--- src/rtl/fifo_rd_pkg.sv ---
// Shared definitions for the async FIFO read-side drain engine.
package fifo_rd_pkg;

   typedef enum logic [1:0] {
      IDLE  = 2'd0,
      BURST = 2'd1,
      FLUSH = 2'd2
   } rd_state_e;

   localparam int unsigned BURST_CNT_W = 16;

endpackage

--- src/rtl/fifo_burst_reader.sv ---
// Drains an FWFT FIFO in fixed-length bursts into a registered valid/ready stream,
// flushing any stalled residue as single-beat transfers after an idle timeout.
//
// state | meaning
// IDLE  | waiting for a full burst; times out on a lingering residue
// BURST | popping BURST_LEN words, m_last on the final one
// FLUSH | popping residue words one beat at a time, each with m_last
module fifo_burst_reader
   import fifo_rd_pkg::*;
#(
   parameter int unsigned DW        = 8,
   parameter int unsigned BURST_LEN = 16,
   parameter int unsigned CW        = 8,
   parameter int unsigned TIMEOUT   = 64,
   parameter int unsigned TW        = 8
) (
   input  logic                   clk_rd,
   input  logic                   rst,
   input  logic [DW-1:0]          fifo_dout,
   input  logic                   fifo_empty,
   input  logic                   fifo_progempty,
   output logic                   fifo_rd_en,
   output logic [DW-1:0]          m_data,
   output logic                   m_valid,
   output logic                   m_last,
   input  logic                   m_ready,
   output logic                   busy,
   output logic                   burst_done,
   output logic [BURST_CNT_W-1:0] burst_cnt
);

   rd_state_e              state_q, state_d;
   logic [CW-1:0]          beat_cnt_q, beat_cnt_d;
   logic [TW-1:0]          idle_cnt_q, idle_cnt_d;
   logic [DW-1:0]          m_data_q, m_data_d;
   logic                   m_valid_q, m_valid_d;
   logic                   m_last_q, m_last_d;
   logic                   burst_done_q, burst_done_d;
   logic [BURST_CNT_W-1:0] burst_cnt_q, burst_cnt_d;
   logic                   pop;

   // The output register can take a new word when empty or being drained this cycle.
   always_comb begin
      pop = ((state_q == BURST) || (state_q == FLUSH)) && !fifo_empty
            && (!m_valid_q || m_ready);
   end

   always_comb begin
      state_d      = state_q;
      beat_cnt_d   = beat_cnt_q;
      idle_cnt_d   = '0;
      m_data_d     = m_data_q;
      m_valid_d    = m_valid_q;
      m_last_d     = m_last_q;
      burst_done_d = 1'b0;
      burst_cnt_d  = burst_cnt_q;

      if (pop) begin
         m_data_d  = fifo_dout;
         m_valid_d = 1'b1;
      end else if (m_valid_q && m_ready) begin
         m_valid_d = 1'b0;
      end

      case (state_q)
         IDLE: begin
            if (!fifo_progempty) begin
               state_d    = BURST;
               beat_cnt_d = '0;
            end else if (!fifo_empty) begin
               if (idle_cnt_q == TW'(TIMEOUT - 1)) begin
                  state_d = FLUSH;
               end else begin
                  idle_cnt_d = idle_cnt_q + 1'b1;
               end
            end
         end
         BURST: begin
            if (pop) begin
               if (beat_cnt_q == CW'(BURST_LEN - 1)) begin
                  m_last_d     = 1'b1;
                  burst_done_d = 1'b1;
                  burst_cnt_d  = burst_cnt_q + 1'b1;
                  beat_cnt_d   = '0;
                  state_d      = IDLE;
               end else begin
                  m_last_d   = 1'b0;
                  beat_cnt_d = beat_cnt_q + 1'b1;
               end
            end
         end
         FLUSH: begin
            if (pop) begin
               m_last_d = 1'b1;
            end
            if (fifo_empty || !fifo_progempty) begin
               state_d = IDLE;
            end
         end
         default: state_d = IDLE;
      endcase
   end

   always_ff @(posedge clk_rd or posedge rst) begin
      if (rst) begin
         state_q      <= IDLE;
         beat_cnt_q   <= '0;
         idle_cnt_q   <= '0;
         m_data_q     <= '0;
         m_valid_q    <= 1'b0;
         m_last_q     <= 1'b0;
         burst_done_q <= 1'b0;
         burst_cnt_q  <= '0;
      end else begin
         state_q      <= state_d;
         beat_cnt_q   <= beat_cnt_d;
         idle_cnt_q   <= idle_cnt_d;
         m_data_q     <= m_data_d;
         m_valid_q    <= m_valid_d;
         m_last_q     <= m_last_d;
         burst_done_q <= burst_done_d;
         burst_cnt_q  <= burst_cnt_d;
      end
   end

   assign fifo_rd_en = pop;
   assign m_data     = m_data_q;
   assign m_valid    = m_valid_q;
   assign m_last     = m_last_q;
   assign busy       = (state_q != IDLE);
   assign burst_done = burst_done_q;
   assign burst_cnt  = burst_cnt_q;

endmodule

--- config.mk ---
export PLATFORM = sky130hd
export DESIGN_NAME = fifo_burst_reader
export DESIGN_NICKNAME = d
export VERILOG_FILES = /design/src/rtl/fifo_rd_pkg.sv /design/src/rtl/fifo_burst_reader.sv
export SDC_FILE = /design/constraint.sdc
export NUM_CORES = 1
export LEC_CHECK = 0
export CAP_MARGIN = 25
export CORE_ASPECT_RATIO = 0.8
export CORE_MARGIN = 2
export CORE_UTILIZATION = 35
export DETAILED_ROUTE_END_ITERATION = 10
export GPL_ROUTABILITY_DRIVEN = 0
export GPL_TIMING_DRIVEN = 1
export PLACE_DENSITY = 0.57
export SETUP_SLACK_MARGIN = 0.02
export SYNTH_ARGS = -nofsm -noshare
export SYNTH_HDL_FRONTEND = slang
export SYNTH_SLANG_ARGS = --single-unit
export TNS_END_PERCENT = 30
--- constraint.sdc ---
create_clock -name clk_rd -period 2.41 [get_ports clk_rd]
set_input_delay 0.241 -clock clk_rd [delete_from_list [all_inputs] [get_ports clk_rd]]
set_output_delay 0.241 -clock clk_rd [all_outputs]
set_load 0.03 [all_outputs]
### Word level (Yosys, flattened, before mapping)

Index checks and enable logic that the tools add are counted.

| word-level totals | value |
|---|---|
| logic and storage cells | 63 |
| output and inout port bits | 29 |
| input bits | 13 |
| register bits | 45 |

| cells by class | value |
|---|---|
| multiplexer cells | 23 |
| eq/ne operators | 11 |
| add/sub/neg operators | 3 |
| reduce and logical (&&, ||, !) cells | 18 |

Operator list:

| cell | count |
|---|---|
| $mux 8 | 7 |
| $add 16x1->16 const B | 1 |
| $add 8x1->8 const B | 2 |
| $pmux 8 s2 | 1 |
| $mux 2 | 6 |
| $reduce_and 3->1 | 3 |
| $eq 8x4->1 const B | 1 |
| $eq 8x6->1 const B | 1 |
| $reduce_bool 2->1 | 4 |
| $mux 1 | 7 |
| $ne 2x2->1 const B | 3 |
| $ne 3x3->1 const B | 2 |
| $pmux 2 s3 | 1 |
| $reduce_and 5->1 | 1 |
| $ne 2x1->1 const B | 2 |
| $logic_and 1x1->1 | 3 |
| $logic_not 1->1 | 3 |
| $logic_or 1x1->1 | 3 |
| $eq 2x1->1 const B | 1 |
| $eq 2x2->1 const B | 1 |
| $logic_not 2->1 | 1 |
| $pmux 1 s2 | 1 |

### Logic depth before layout (Yosys ltp)

Gate-level depths: netlist of run 1.

| depth | value |
|---|---|
| depth after elaboration | 6 |
| depth in mapped cells | 8 |
| depth with buffers taken out | 7 |

### Worst setup path after synthesis of run 1

No wires, ideal clock.

| path | value |
|---|---|
| path kind | register -> register |
| start | register state_q[1] |
| end | register beat_cnt_q[7] |
| path slack | 0.529 ns |
| cell stages (with the launch flop) | 7 |
| arrival | 1.803 ns |
| required time | 2.332 ns |
| buffers on the path | 0 |
| path through | dfrtp_1 > inv_1 > ha_1 > nor2_1 > or3b_2 > or4_1 > a21oi_1 |

| between the ends | value |
|---|---|
| longest elaborated chain between the ends | 6 |
| elaborated cells on any way between the ends | 11 |
| classes of those cells | eq/ne: 4; mux: 1; reduce/logical: 6 |

Ends and longest elaborated chain:

| item | line | source |
|---|---|---|
| from (decl) | fifo_burst_reader.sv:32 | `rd_state_e state_q, state_d;` |
| from (signal assigned) | fifo_burst_reader.sv:115 | `state_q <= state_d;` |
| $eq 2x1->1 / $eq 2x2->1 (equally long branches) | fifo_burst_reader.sv:44, fifo_burst_reader.sv:65 |  |
| $logic_or 1x1->1 | fifo_burst_reader.sv:44 | `pop = ((state_q == BURST) \|\| (state_q == FLUSH)) && !fifo_empty` |
| $logic_and 1x1->1 | fifo_burst_reader.sv:44 |  |
| $logic_and 1x1->1 | fifo_burst_reader.sv:45 | `&& (!m_valid_q \|\| m_ready);` |
| $ne 2x2->1 (no line) | -- |  |
| $reduce_and 3->1 (no line) | -- |  |
| to (signal assigned) | fifo_burst_reader.sv:116 | `beat_cnt_q <= beat_cnt_d;` |
| to (decl) | fifo_burst_reader.sv:33 | `logic [CW-1:0] beat_cnt_q, beat_cnt_d;` |

Parallel ways exist; a longest one is shown, timed or not.
A chain may end at the register's enable or synchronous reset.

### Worst setup path in the final report of run 1

| path | value |
|---|---|
| start | register state_q[0] |
| end | register beat_cnt_q[7] |

The elaborated chain is that of the path after synthesis.

==> results of run 1 <==
[cell type report]
type | count | area (um^2) | share of cell area [%]
repair buffers | 49 | 468 | 16.7
clock buffers | 6 | 72.6 | 2.58
flip-flops and latches | 45 | 1130 | 40.1
well taps | 81 | 101 | 3.61
inverters | 9 | 33.8 | 1.20
multi-input cells | 161 | 996 | 35.5
clock inverters | 2 | 10.0 | 0.357
[worst register-to-register path: stages (launching register included)]
cell and delay [ns]:
dfrtp_1 0.40, inv_1 0.08, ha_1 0.29, nor2b_1 0.25, a21oi_1 0.28, or4_1 0.56
a21oi_1 0.15
[layout by cell type, fill, tap and decap left out, types with 6 or more instances in the layout]
cell type	instances
dfrtp_1	45
nand2_1	40
clkdlybuf4s50_1	40
xor2_1	16
nor2_1	12
o21ai_0	10
nand3_1	9
nor3_1	9
buf_4	9
inv_1	8
nor4_1	6
a21oi_1	6
ha_1	6
[metrics by stage]
step           worst slack (ns)  cells  cell area [um^2]  power (mW)
6_report                  0.340    353              2810        2.16
5_1_grt                   0.140    353              2810        2.33
4_1_cts                   0.333    353              2810        2.19
3_5_place_dp              0.357    345              2730        1.73
3_3_place_gp              0.418    345              2730        1.72
2_1_floorplan             0.529    219              2170        1.41
[cells by family after synthesis]
kind of cell	synth area share (%)
and+or+nand+nor	25.4
xor gates and xnor gates	8.46
buffers and inverters	2.36
muxes	1.04
adders and majority gates	3.45
AOI/OAI and AO/OA	7.43
DFF	51.8
[flip-flops by register name, summed over array words and instances (netlist names)]
| name | cells |
|---|---|
| m_valid | 1 |
| beat_cnt_q | 8 |
| m_data | 8 |
| idle_cnt_q | 8 |
| burst_cnt | 16 |
| burst_done | 1 |
| m_last | 1 |
| state_q | 2 |
[power breakdown]
part / switching, mW / internal [mW]
combinational: 0.490 / 0.303
clock: 0.253 / 0.201
sequential: 0.0660 / 0.851
total: 0.808 / 1.35
[how the worst max path moves through the flow]
stage | end | slack, ns | cells after the start
global placement | beat_cnt_q[7] | 0.42 | 6
global route | beat_cnt_q[7] | 0.14 | 6
floorplan | beat_cnt_q[7] | 0.53 | 6
finish | beat_cnt_q[7] | 0.34 | 6
detailed placement | beat_cnt_q[7] | 0.36 | 6
CTS | fifo_rd_en | 0.33 | 6
[Yosys cell counts (all sizes together) (6+ instances only)]
| cell type | number |
|---|---|
| dfrtp | 45 |
| nand2 | 40 |
| xor2 | 16 |
| nor2 | 12 |
| nand3 | 10 |
| o21ai | 10 |
| inv | 9 |
| nor3 | 9 |
| nor4 | 7 |
| a21oi | 6 |
| ha | 6 |
| or4 | 6 |
[per-layer routing]
metal	GRT usage (%)	routed length, um
met5	0	0
met3	3.65	197
met2	19.6	1930
met4	4.48	41
met1	22.4	2380
==> results.cfg, run 1 <==
[route]
ant_nets = 0
wl_per_cell_um = 12.9
routed_wl_mm = 4.56
firstDrtPassIters = 4
avgViaCountPerCell = 4.86
drt-initial-drc-count = 94
drc_errors = 0
vias = 1714

[synth]
synth-edff-count = 0
yosys-top-cells-area = dfrtp_1, nand2_1, xor2_1
syn-num-nets = 238
ys_seq_area_share_pct = 51.8
synth-seq-cells = 45
post-synth-top-area-cell = dfrtp_1
netlist.area_leader.share_pct = 51.8
synth_ff_type = dfrtp_1
netlist_area_um2 = 2170
yosys_warnings = 0
async_reset_ff_share_pct = 100
ys_types = 36
postSynthCellCount = 219
synth_area_per_cell_um2 = 9.92

[placement]
io_buffers = 41
dp.final_hpwl_mm = 3.30

[critical_path]
slowest_stage = or4_1
crit_buf_inv = 1
reg2reg_depth = 6
path_delay_family = simple AND/OR/NAND/NOR gates
cp_slowest_stage_delay_ns = 0.56
path_cells = inv_1 > ha_1 > nor2b_1 > a21oi_1 > or4_1 > a21oi_1
r2r_setup_slack_ns = 0.34
r2r-end = beat_cnt_q[7]
worstSetupEndpointType = register
cp_max_fo = 12
cp_common_cell = a21oi_1
required_ns = 2.64
path_class = reg2reg
crit_arrival_ns = 2.31
crit_start = state_q[0]
r2r-start = state_q[0]
start_kind = register

[layout]
finalNetCount = 290
syn_to_final_growth_pct = 29.2
antenna-diode-count = 0
fill_cells = 600
drive_gt1_share_pct = 8.09
utilization_pct = 47.2

[sta]
fin_crit_sh_pct = 85.9
tightest_slew_ns = 0.754
fmax_mhz = 483
hold_ws_ns = 0.384
slew_viol_final = 0
final.min_clock_period_ns = 2.07
hold_viol = 0
rsz0062_at_grt = false
clock_skew_ns = 0.00943
setup_viol = 0
fin_setup_tns_ns = 0
relSlewSlack_pct = 49.7

[cts]
post-cts-setup-buffer-count = 0
hold_buffers = 0
clock_path_buffers = 2
clk_latency_ns = 0.30
cts.clk_slew.worst_paths_ns = 0.09
cts_tree = yes
h-tree-depth = 2
root_buffer = clkbuf_8
cts_buffers = 5
cts_resized = 0
clock-sinks = 45

[pwr]
leakage_nw = 1.28
vdd_drop_max_uv = 289
power_density_nw_per_um2 = 770

[global_routing]
grt_pass1_vias = 1583
grt_max_degree = 46
grt_usage_pct = 14.5
antenna_found_initial = 0
overflow = 0
grt_pass1_wl_mm = 7.76

[floorplan]
die_y_um = 74.5
rows = 25
die-area_um2 = 6860
initial_core_util_pct = 36.6
io_pins = 42
die_width_um = 92.1
core-area_um2 = 5940

[status]
status = complete, no violations

[job]
maxCapViolCount = 0

[worst_hold_path]
hp-class = in2async
No activity file was read; power rests on OpenSTA's default activity.
==> run 2, diff against run 1 <==
CTS_CLUSTER_DIAMETER = 40   (was unset)
==> results of run 2 <==
Final layout, timing and power as in run 1 (identical DEF).
==> run 3, diff against run 2 <==
CTS_CLUSTER_SIZE = 30   (was unset)
==> results of run 3 <==
Final layout, timing and power as in run 1 (identical DEF).
